`src/rtl/mpmc10_req_strip_gen.sv`:
```
// mpmc10 request-side strip issuer.
// Drives num_strips+1 single-beat MIG commands, plus write beats for writes.
module mpmc10_req_strip_gen #(
    parameter int ADDR_W      = 32,
    parameter int DATA_W      = 128,
    parameter int STRIP_BYTES = 16
) (
    input  logic                clk,
    input  logic                rst,
    input  logic                start,
    input  logic                we,
    input  logic [ADDR_W-1:0]   base_adr,
    input  logic [5:0]          num_strips,
    input  logic [DATA_W-1:0]   wdata,
    input  logic [DATA_W/8-1:0] wmask,
    input  logic                app_rdy,
    input  logic                app_wdf_rdy,
    output logic                app_en,
    output logic [2:0]          app_cmd,
    output logic [ADDR_W-1:0]   app_addr,
    output logic                app_wdf_wren,
    output logic                app_wdf_end,
    output logic [DATA_W-1:0]   app_wdf_data,
    output logic [DATA_W/8-1:0] app_wdf_mask,
    output logic [5:0]          strip_cnt,
    output logic [5:0]          wstrip_cnt,
    output logic                busy,
    output logic                done
);

    localparam logic [ADDR_W-1:0] STRIP_INC  = ADDR_W'(STRIP_BYTES);
    localparam logic [ADDR_W-1:0] ALIGN_MASK = ~(STRIP_INC - 1'b1);

    typedef enum logic [1:0] {IDLE, ISSUE, FIN} state_t;

    state_t              state_q, state_d;
    logic [5:0]          num_q, num_d;
    logic                en_q, en_d;
    logic [2:0]          cmd_q, cmd_d;
    logic [ADDR_W-1:0]   addr_q, addr_d;
    logic                wren_q, wren_d;
    logic [5:0]          strip_q, strip_d;
    logic [5:0]          wstrip_q, wstrip_d;
    logic                busy_q, busy_d;
    logic                done_q, done_d;
    logic                cmd_done_q, cmd_done_d;
    logic                wr_done_q, wr_done_d;

    // State and datapath registers; reset abandons any burst in flight.
    always_ff @(posedge clk or posedge rst) begin
        if (rst) begin
            state_q    <= IDLE;
            num_q      <= '0;
            en_q       <= 1'b0;
            cmd_q      <= '0;
            addr_q     <= '0;
            wren_q     <= 1'b0;
            strip_q    <= '0;
            wstrip_q   <= '0;
            busy_q     <= 1'b0;
            done_q     <= 1'b0;
            cmd_done_q <= 1'b0;
            wr_done_q  <= 1'b0;
        end else begin
            state_q    <= state_d;
            num_q      <= num_d;
            en_q       <= en_d;
            cmd_q      <= cmd_d;
            addr_q     <= addr_d;
            wren_q     <= wren_d;
            strip_q    <= strip_d;
            wstrip_q   <= wstrip_d;
            busy_q     <= busy_d;
            done_q     <= done_d;
            cmd_done_q <= cmd_done_d;
            wr_done_q  <= wr_done_d;
        end
    end

    // Next-state: latch on start, run both channels independently, pulse done.
    always_comb begin
        state_d    = state_q;
        num_d      = num_q;
        en_d       = en_q;
        cmd_d      = cmd_q;
        addr_d     = addr_q;
        wren_d     = wren_q;
        strip_d    = strip_q;
        wstrip_d   = wstrip_q;
        busy_d     = busy_q;
        done_d     = 1'b0;
        cmd_done_d = cmd_done_q;
        wr_done_d  = wr_done_q;
        unique case (state_q)
            IDLE: begin
                if (start) begin
                    num_d      = num_strips;
                    addr_d     = base_adr & ALIGN_MASK;
                    cmd_d      = we ? 3'b000 : 3'b001;
                    en_d       = 1'b1;
                    wren_d     = we;
                    strip_d    = '0;
                    wstrip_d   = '0;
                    busy_d     = 1'b1;
                    cmd_done_d = 1'b0;
                    wr_done_d  = ~we;
                    state_d    = ISSUE;
                end
            end
            ISSUE: begin
                if (en_q && app_rdy) begin
                    if (strip_q == num_q) begin
                        en_d       = 1'b0;
                        cmd_done_d = 1'b1;
                    end else begin
                        strip_d = strip_q + 6'd1;
                        addr_d  = addr_q + STRIP_INC;
                    end
                end
                if (wren_q && app_wdf_rdy) begin
                    if (wstrip_q == num_q) begin
                        wren_d    = 1'b0;
                        wr_done_d = 1'b1;
                    end else begin
                        wstrip_d = wstrip_q + 6'd1;
                    end
                end
                if (cmd_done_q && wr_done_q) state_d = FIN;
            end
            FIN: begin
                done_d     = 1'b1;
                busy_d     = 1'b0;
                cmd_done_d = 1'b0;
                wr_done_d  = 1'b0;
                state_d    = IDLE;
            end
            default: state_d = IDLE;
        endcase
    end

    assign app_en       = en_q;
    assign app_cmd      = cmd_q;
    assign app_addr     = addr_q;
    assign app_wdf_wren = wren_q;
    assign app_wdf_end  = wren_q;
    assign app_wdf_data = wdata;
    assign app_wdf_mask = wmask;
    assign strip_cnt    = strip_q;
    assign wstrip_cnt   = wstrip_q;
    assign busy         = busy_q;
    assign done         = done_q;

endmodule

```
`config.mk`:
```
export PLATFORM = sky130hd
export DESIGN_NAME = mpmc10_req_strip_gen
export DESIGN_NICKNAME = d
export VERILOG_FILES = /design/src/rtl/mpmc10_req_strip_gen.sv
export SDC_FILE = /design/constraint.sdc
export NUM_CORES = 1
export LEC_CHECK = 0
export CELL_PAD_IN_SITES_DETAIL_PLACEMENT = 1
export CELL_PAD_IN_SITES_GLOBAL_PLACEMENT = 2
export CORE_AREA = 2 2 229 141
export DETAILED_ROUTE_END_ITERATION = 10
export DIE_AREA = 0 0 231 143
export GPL_ROUTABILITY_DRIVEN = 1
export PLACE_DENSITY_LB_ADDON = 0.1
export SLEW_MARGIN = 10
export SYNTH_ARGS = -nofsm -noshare
export SYNTH_HDL_FRONTEND = slang
export SYNTH_SLANG_ARGS = --single-unit
```
`constraint.sdc`:
```
create_clock -name clk -period 1.9 [get_ports clk]
set_input_delay 0.57 -clock clk [delete_from_list [all_inputs] [get_ports clk]]
set_output_delay 0.57 -clock clk [all_outputs]
set_load 0.01 [all_outputs]
```
==> results.toml, run 1 <==
[route]
vias = 4023
drc = 0
dr.pass1.iters = 4
drtIter0Drc = 145
wl_per_cell_um = 19.4
via_per_inst = 4.01
drt.antenna.violating_nets = 0
finalWirelength_um = 19400

[synthesis]
yosysSeqAreaShare_pct = 30.1
netlist_area_mm2 = 0.00457
synthTopCellsByArea = "dfrtp_1 (30%), buf_4 (25%), a21oi_1 (5.7%), nand2_1 (3.5%), nand3_1 (3.0%)"
ys.flop_type = "dfrtp_1"
async_flop_share_pct = 100
synth_top_area_cell = "dfrtp_1"
ys_seq_elements = 55
synth_top_area_share_pct = 30.1
yosys_warnings = 0
synth_edf_count = 0
synth_area_per_cell_um2 = 8.36
synth_cell_types = 56
synth_cells = 546

[global_routing]
grt_pass1_vias = 4361
grt_pass1_wl_um = 28700
grt-ovfl-total = 0
grt_max_degree = 56
antenna_found_initial = 1
track_usage_pct = 11.8

[setup_path]
cp_max_fo = 6
crit_end = "app_addr[26]"
worstPathRequired_ns = 2.14
cp.depth = 7
cp-startpoint = "app_addr[17]"
rr_startpoint = "app_addr[17]"
cp_slowest_cell = "or4_4"
worst_setup_path_start_kind = "register"
criticalPathCategory = "reg2reg"
rrSetupSlack_ns = 0.01
crit_chain = "nand4_1 -> buf_4 -> or4_4 -> buf_8 -> a211oi_2 -> o21ai_1 -> a2bb2oi_1"
r2r_cells = 7
endpoint_kind = "register"
timing.rr.end = "app_addr[26]"
critical-path-top-delay-family = "simple AND/OR/NAND/NOR gates"
worstPathArrival_ns = 2.13
slowest_delay_ns = 0.48
critical_path_buf_inv_count = 2

[layout]
finalCoreUtilization_pct = 20.4
area_growth_pct = 37.6
antenna_cells = 0
drive_above_1_share_pct = 36.1
nNetsFinal = 781
fin_area_mm2 = 0.00628
final-seq-area_mm2 = 0.00139
final_cell_mix = "buf_4 (93), clkdlybuf4s50_1 (47), dfrtp_1 (43)"
multiInputGateArea_mm2 = 0.00230
final_common_cell = "buf_4"
nFillCells = 3612

[clock_tree]
path_clk_slew_ns = 0.09
h-tree-depth = 2
postCtsHoldBufs = 0
cts-root-buf = "clkbuf_16"
clock-sinks = 55
clk_latency_ns = 0.32
cts_tree = "done"
clk_path_buf_depth = 2
cts_buffers = 5

[sta]
hold_viol = 0
rsz0062_at_grt = "true"
fin_crit_sh_pct = 99.3
max_clock_freq_mhz = 530
fin_setup_tns_ns = 0
whs_ns = 0.486
final_max_slew_viol_count = 0
period_minus_slack_ns = 1.89
finalSetupViolations = 0
fin_ws_ns = 0.0126
finalClockSkew_ns = 0.0104

[pwr]
power_leakage_nw = 2.58
cellPowerDensity_mw_per_mm2 = 1540
peakVddDrop_mv = 0.412

[flow_run]
maxCapViolations = 0

[min_path]
hold_path.class = "reg2reg"
min_from = "app_cmd[0]"

[floorplan]
die_w_um = 231
start_util_pct = 14.8
fp-row-count = 50
die-height_um = 143
core_area_mm2 = 0.0308
ioPinCount = 384
die_area_mm2 = 0.0330

[place]
gp_congestion = 0.707
place_ws_ns = -0.474
dp_hpwl_um = 14700
placed_area_mm2 = 0.00553
port_buffers = 85

[outcome]
status = "completed"
-- report_power, final --
| part | leakage [nW] | switching (mW) | total (mW) | internal (mW) |
|---|---|---|---|---|
| sequential | 0.641 | 0.456 | 2.12 | 1.66 |
| clock | 0.0772 | 0.535 | 1.10 | 0.567 |
| combinational | 1.87 | 3.34 | 6.43 | 3.09 |
-- cells by family (layout without fill, tap and decap cells) --
group,count (synthesis),after routing,share of synthesized area [%]
adders and majority gates,7,7,1.92
buffers and inverters,187,223,28.3
muxes,15,15,3.51
other,1,6,0.0821
and+or+nand+nor,136,136,15.2
xor gates and xnor gates,12,12,2.30
DFF,55,55,30.1
AOI/OAI and AO/OA,133,133,18.6
-- tightest hold or removal path, stage by stage (launching register included) --
cell	delay, ns
dfrtp_1	0.35
nand2_1	0.05
o21ai_0	0.06
-- repair_timing --
action | 4_1_cts | 5_1_grt
resized for setup | 75 | 76
setup endpoints to repair | 70 | 48
cloned | 1 | 0
setup buffers | 20 | 7
pin swaps | 10 | 24
-- cell usage after synthesis, types with 9 or more instances --
cell / number
clkbuf_1: 10
dfrtp_1: 55
a21oi_1: 52
and3_1: 9
inv_1: 12
nor2_1: 15
o22ai_1: 11
nand3_1: 27
nand2_1: 42
buf_4: 152
buf_2: 9
o21ai_0: 27
-- cell type report --
type | instances | share of cell area (%)
tap | 416 | 8.29
timing repair buffer | 202 | 29.6
multi-input combinational | 309 | 36.6
inverter | 13 | 0.896
clock buffer | 8 | 2.49
sequential | 55 | 22.2
-- metrics by stage --
stage / power [mW] / cells
floorplan: 5.04 / 551
global placement: 7.75 / 972
detailed placement: 7.76 / 972
CTS: 9.43 / 1001
global route: 10.5 / 1003
finish: 9.64 / 1003
-- flip-flops by register name (all words and copies together), names as in the netlist --
signal,cells
app_wdf_end,1
state_q,2
app_addr,28
done,1
num_q,6
app_en,1
strip_cnt,6
app_cmd,1
wr_done_q,1
cmd_done_q,1
busy,1
wstrip_cnt,6
-- how the worst min path moves through the flow --
stage / cells past startpoint / slack (ns) / endpoint
final: 2 / 0.49 / app_cmd[0]
after global routing: 2 / 0.52 / app_cmd[0]
after CTS: 2 / 0.50 / app_cmd[0]
after detailed placement: 2 / 0.48 / app_cmd[0]
after global placement: 2 / 0.48 / app_cmd[0]
after floorplan: 2 / 0.49 / cmd_done_q
-- routing by layer --
metal / part of all wire, % / track usage [%]
met2: 40 / 15.5
met1: 50 / 17.0
met5: 0 / 0.446
met3: 8.3 / 5.55
met4: 1.0 / 2.31
No activity file was read; power rests on OpenSTA's default activity.
==> run 2, diff against run 1 <==
--- a/config.mk
+++ b/config.mk
@@ -5,13 +5,16 @@
 export SDC_FILE = /design/constraint.sdc
 export NUM_CORES = 1
 export LEC_CHECK = 0
+export CAP_MARGIN = 20
 export CELL_PAD_IN_SITES_DETAIL_PLACEMENT = 1
 export CELL_PAD_IN_SITES_GLOBAL_PLACEMENT = 2
 export CORE_AREA = 2 2 229 141
+export CTS_CLUSTER_SIZE = 24
 export DETAILED_ROUTE_END_ITERATION = 10
 export DIE_AREA = 0 0 231 143
 export GPL_ROUTABILITY_DRIVEN = 1
 export PLACE_DENSITY_LB_ADDON = 0.1
+export RECOVER_POWER = 25
 export SLEW_MARGIN = 10
 export SYNTH_ARGS = -nofsm -noshare
 export SYNTH_HDL_FRONTEND = slang
==> run 2 against run 1 <==
Utilization about the same. Die area stayed put. Critical path depth is the same. Wire length barely moved. Final area shrank 0.20%. Worst setup slack got worse by 0.00087 ns. Largest cell class unchanged. Largest power group unchanged. Highest routed layer unchanged.
==> results.toml, run 2 (same netlist as run 1, synthesis figures left out) <==
[route]
via_per_inst = 4.00
drt.antenna.violating_nets = 0
vias = 4016
drc = 0
wl_per_cell_um = 19.4
drtIter0Drc = 145
finalWirelength_um = 19400
dr.pass1.iters = 4

[sta]
hold_viol = 0
relSlewSlack_pct = 38.7
finalClockSkew_ns = 0.0104
period_minus_slack_ns = 1.89
fin_crit_sh_pct = 99.4
tightest_slew_ns = 0.920
finalSetupViolations = 0
rsz0062_at_grt = "true"
max_clock_freq_mhz = 530
final_max_slew_viol_count = 0

[flow_run]
maxCapViolations = 0

[setup_path]
criticalPathCategory = "reg2reg"
critical-path-top-delay-family = "simple AND/OR/NAND/NOR gates"
critical_path_buf_inv_count = 2
worstPathRequired_ns = 2.14
slowest_delay_ns = 0.48
worst_setup_path_start_kind = "register"
endpoint_kind = "register"
cp_slowest_cell = "or4_4"
crit_chain = "nand4_1 -> buf_4 -> or4_4 -> buf_8 -> a211oi_2 -> o21ai_1 -> a2bb2oi_1"
cp_max_fo = 6
worstPathArrival_ns = 2.13

[layout]
stdcell_count = 1003
largest_register_ffs = 28
area_growth_pct = 37.3
final_cell_mix = "buf_4 (93), clkdlybuf4s50_1 (46), dfrtp_1 (43)"
final_common_cell = "buf_4"
antenna_cells = 0
finalCoreUtilization_pct = 20.4
nNetsFinal = 781
nFillCells = 3613
drive_above_1_share_pct = 36.1

[clock_tree]
clk_latency_ns = 0.32
clock-sinks = 55
cts-root-buf = "clkbuf_16"
postCtsHoldBufs = 0
h-tree-depth = 2
cts_buffers = 5
cts_tree = "done"
clk_path_buf_depth = 2
path_clk_slew_ns = 0.09

[global_routing]
grt_max_degree = 56
grt_pass1_wl_um = 28700
grt-ovfl-total = 0
grt_pass1_vias = 4361
track_usage_pct = 11.8
antenna_found_initial = 1

[place]
placed_cells = 972
gp_congestion = 0.707
dp_hpwl_um = 14700
port_buffers = 85

[floorplan]
start_util_pct = 14.8
core_area_mm2 = 0.0308
ioPinCount = 384
die-height_um = 143
die_w_um = 231
fp-row-count = 50
die_area_mm2 = 0.0330

[pwr]
power_leakage_nw = 2.58
cellPowerDensity_mw_per_mm2 = 1540
peakVddDrop_mv = 0.412

[min_path]
hold_path.class = "reg2reg"

[outcome]
status = "completed"
run 2: changes by cell type in the layout (fill, tap and decap cells not counted):
cell	before	now
buf_12	6	5
clkbuf_4	0	1
clkdlybuf4s50_1	47	46
dlygate4sd3_1	0	1
run 2: worst reg2reg max path, cell delays in order (launching register included):
cell and delay (ns):
dfrtp_1 0.37, nand4_1 0.21, buf_4 0.21, or4_4 0.48
buf_8 0.17, a211oi_2 0.18, o21ai_1 0.08, a2bb2oi_1 0.12
run 2: where the power goes:
part | switching, mW | internal, mW
sequential | 0.456 | 1.66
clock | 0.535 | 0.567
combinational | 3.33 | 3.09
run 2: final timing paths:
| kind | startpoint | end | slack [ns] | depth (start not counted) |
|---|---|---|---|---|
| max in group asynchronous | rst | app_addr[24] | 0.19 | 3 |
| worst min-delay path | app_cmd[0] | app_cmd[0] | 0.49 | 2 |
| worst max register to register | app_addr[17] | app_addr[26] | 0.01 | 7 |
| worst min register to register | app_cmd[0] | app_cmd[0] | 0.49 | 2 |
| min in group asynchronous | rst | app_addr[17] | 1.05 | 3 |
| worst max-delay path | app_addr[17] | app_addr[26] | 0.01 | 7 |
run 2: metrics by stage:
step / TNS (ns) / power, mW / worst slack [ns] / area, µm² / hold WS (ns)
finish: 0 / 9.64 / 0.0117 / 6270 / 0.486
global route: -1.11 / 10.5 / -0.0990 / 6270 / 0.522
CTS: -0.0536 / 9.43 / -0.0276 / 6000 / 0.499
detailed placement: -14.83 / 7.76 / -0.474 / 5530 / 0.479
global placement: -13.84 / 7.75 / -0.481 / 5530 / 0.480
floorplan: -0.00462 / 5.04 / -0.00345 / 4650 / 0.490
run 2: final cells by class:
class / count / area, µm² / area share [%]
inverters: 13 / 56.3 / 0.898
repair buffers: 202 / 1850 / 29.4
multi-input cells: 309 / 2300 / 36.7
well taps: 416 / 520 / 8.30
clock buffers: 8 / 156 / 2.50
flip-flops and latches: 55 / 1390 / 22.2
run 2: metal layers:
| layer | track usage, % | vias to the layer above | wire, µm |
|---|---|---|---|
| met5 | 0.446 | - | 0 |
| li1 | - | 1842 | - |
| met3 | 5.55 | 16 | 1640 |
| met1 | 17.0 | 1986 | 9770 |
| met4 | 2.31 | 0 | 195 |
| met2 | 15.5 | 172 | 7850 |
run 2: timing repair:
item	in CTS	in global routing
endpoints found under the hold margin	0	0
endpoints found under the setup margin	70	48
setup buffers	20	7
resized for setup	75	76
pin swaps	10	24
cloned	1	0
==> run 3, diff against run 2 <==
--- a/config.mk
+++ b/config.mk
@@ -15,7 +15,7 @@
 export GPL_ROUTABILITY_DRIVEN = 1
 export PLACE_DENSITY_LB_ADDON = 0.1
 export RECOVER_POWER = 25
-export SLEW_MARGIN = 10
+export SLEW_MARGIN = 20
 export SYNTH_ARGS = -nofsm -noshare
 export SYNTH_HDL_FRONTEND = slang
 export SYNTH_SLANG_ARGS = --single-unit
==> results of run 3 <==
Same layout as run 2: the final DEF is identical, and so are final timing and power.
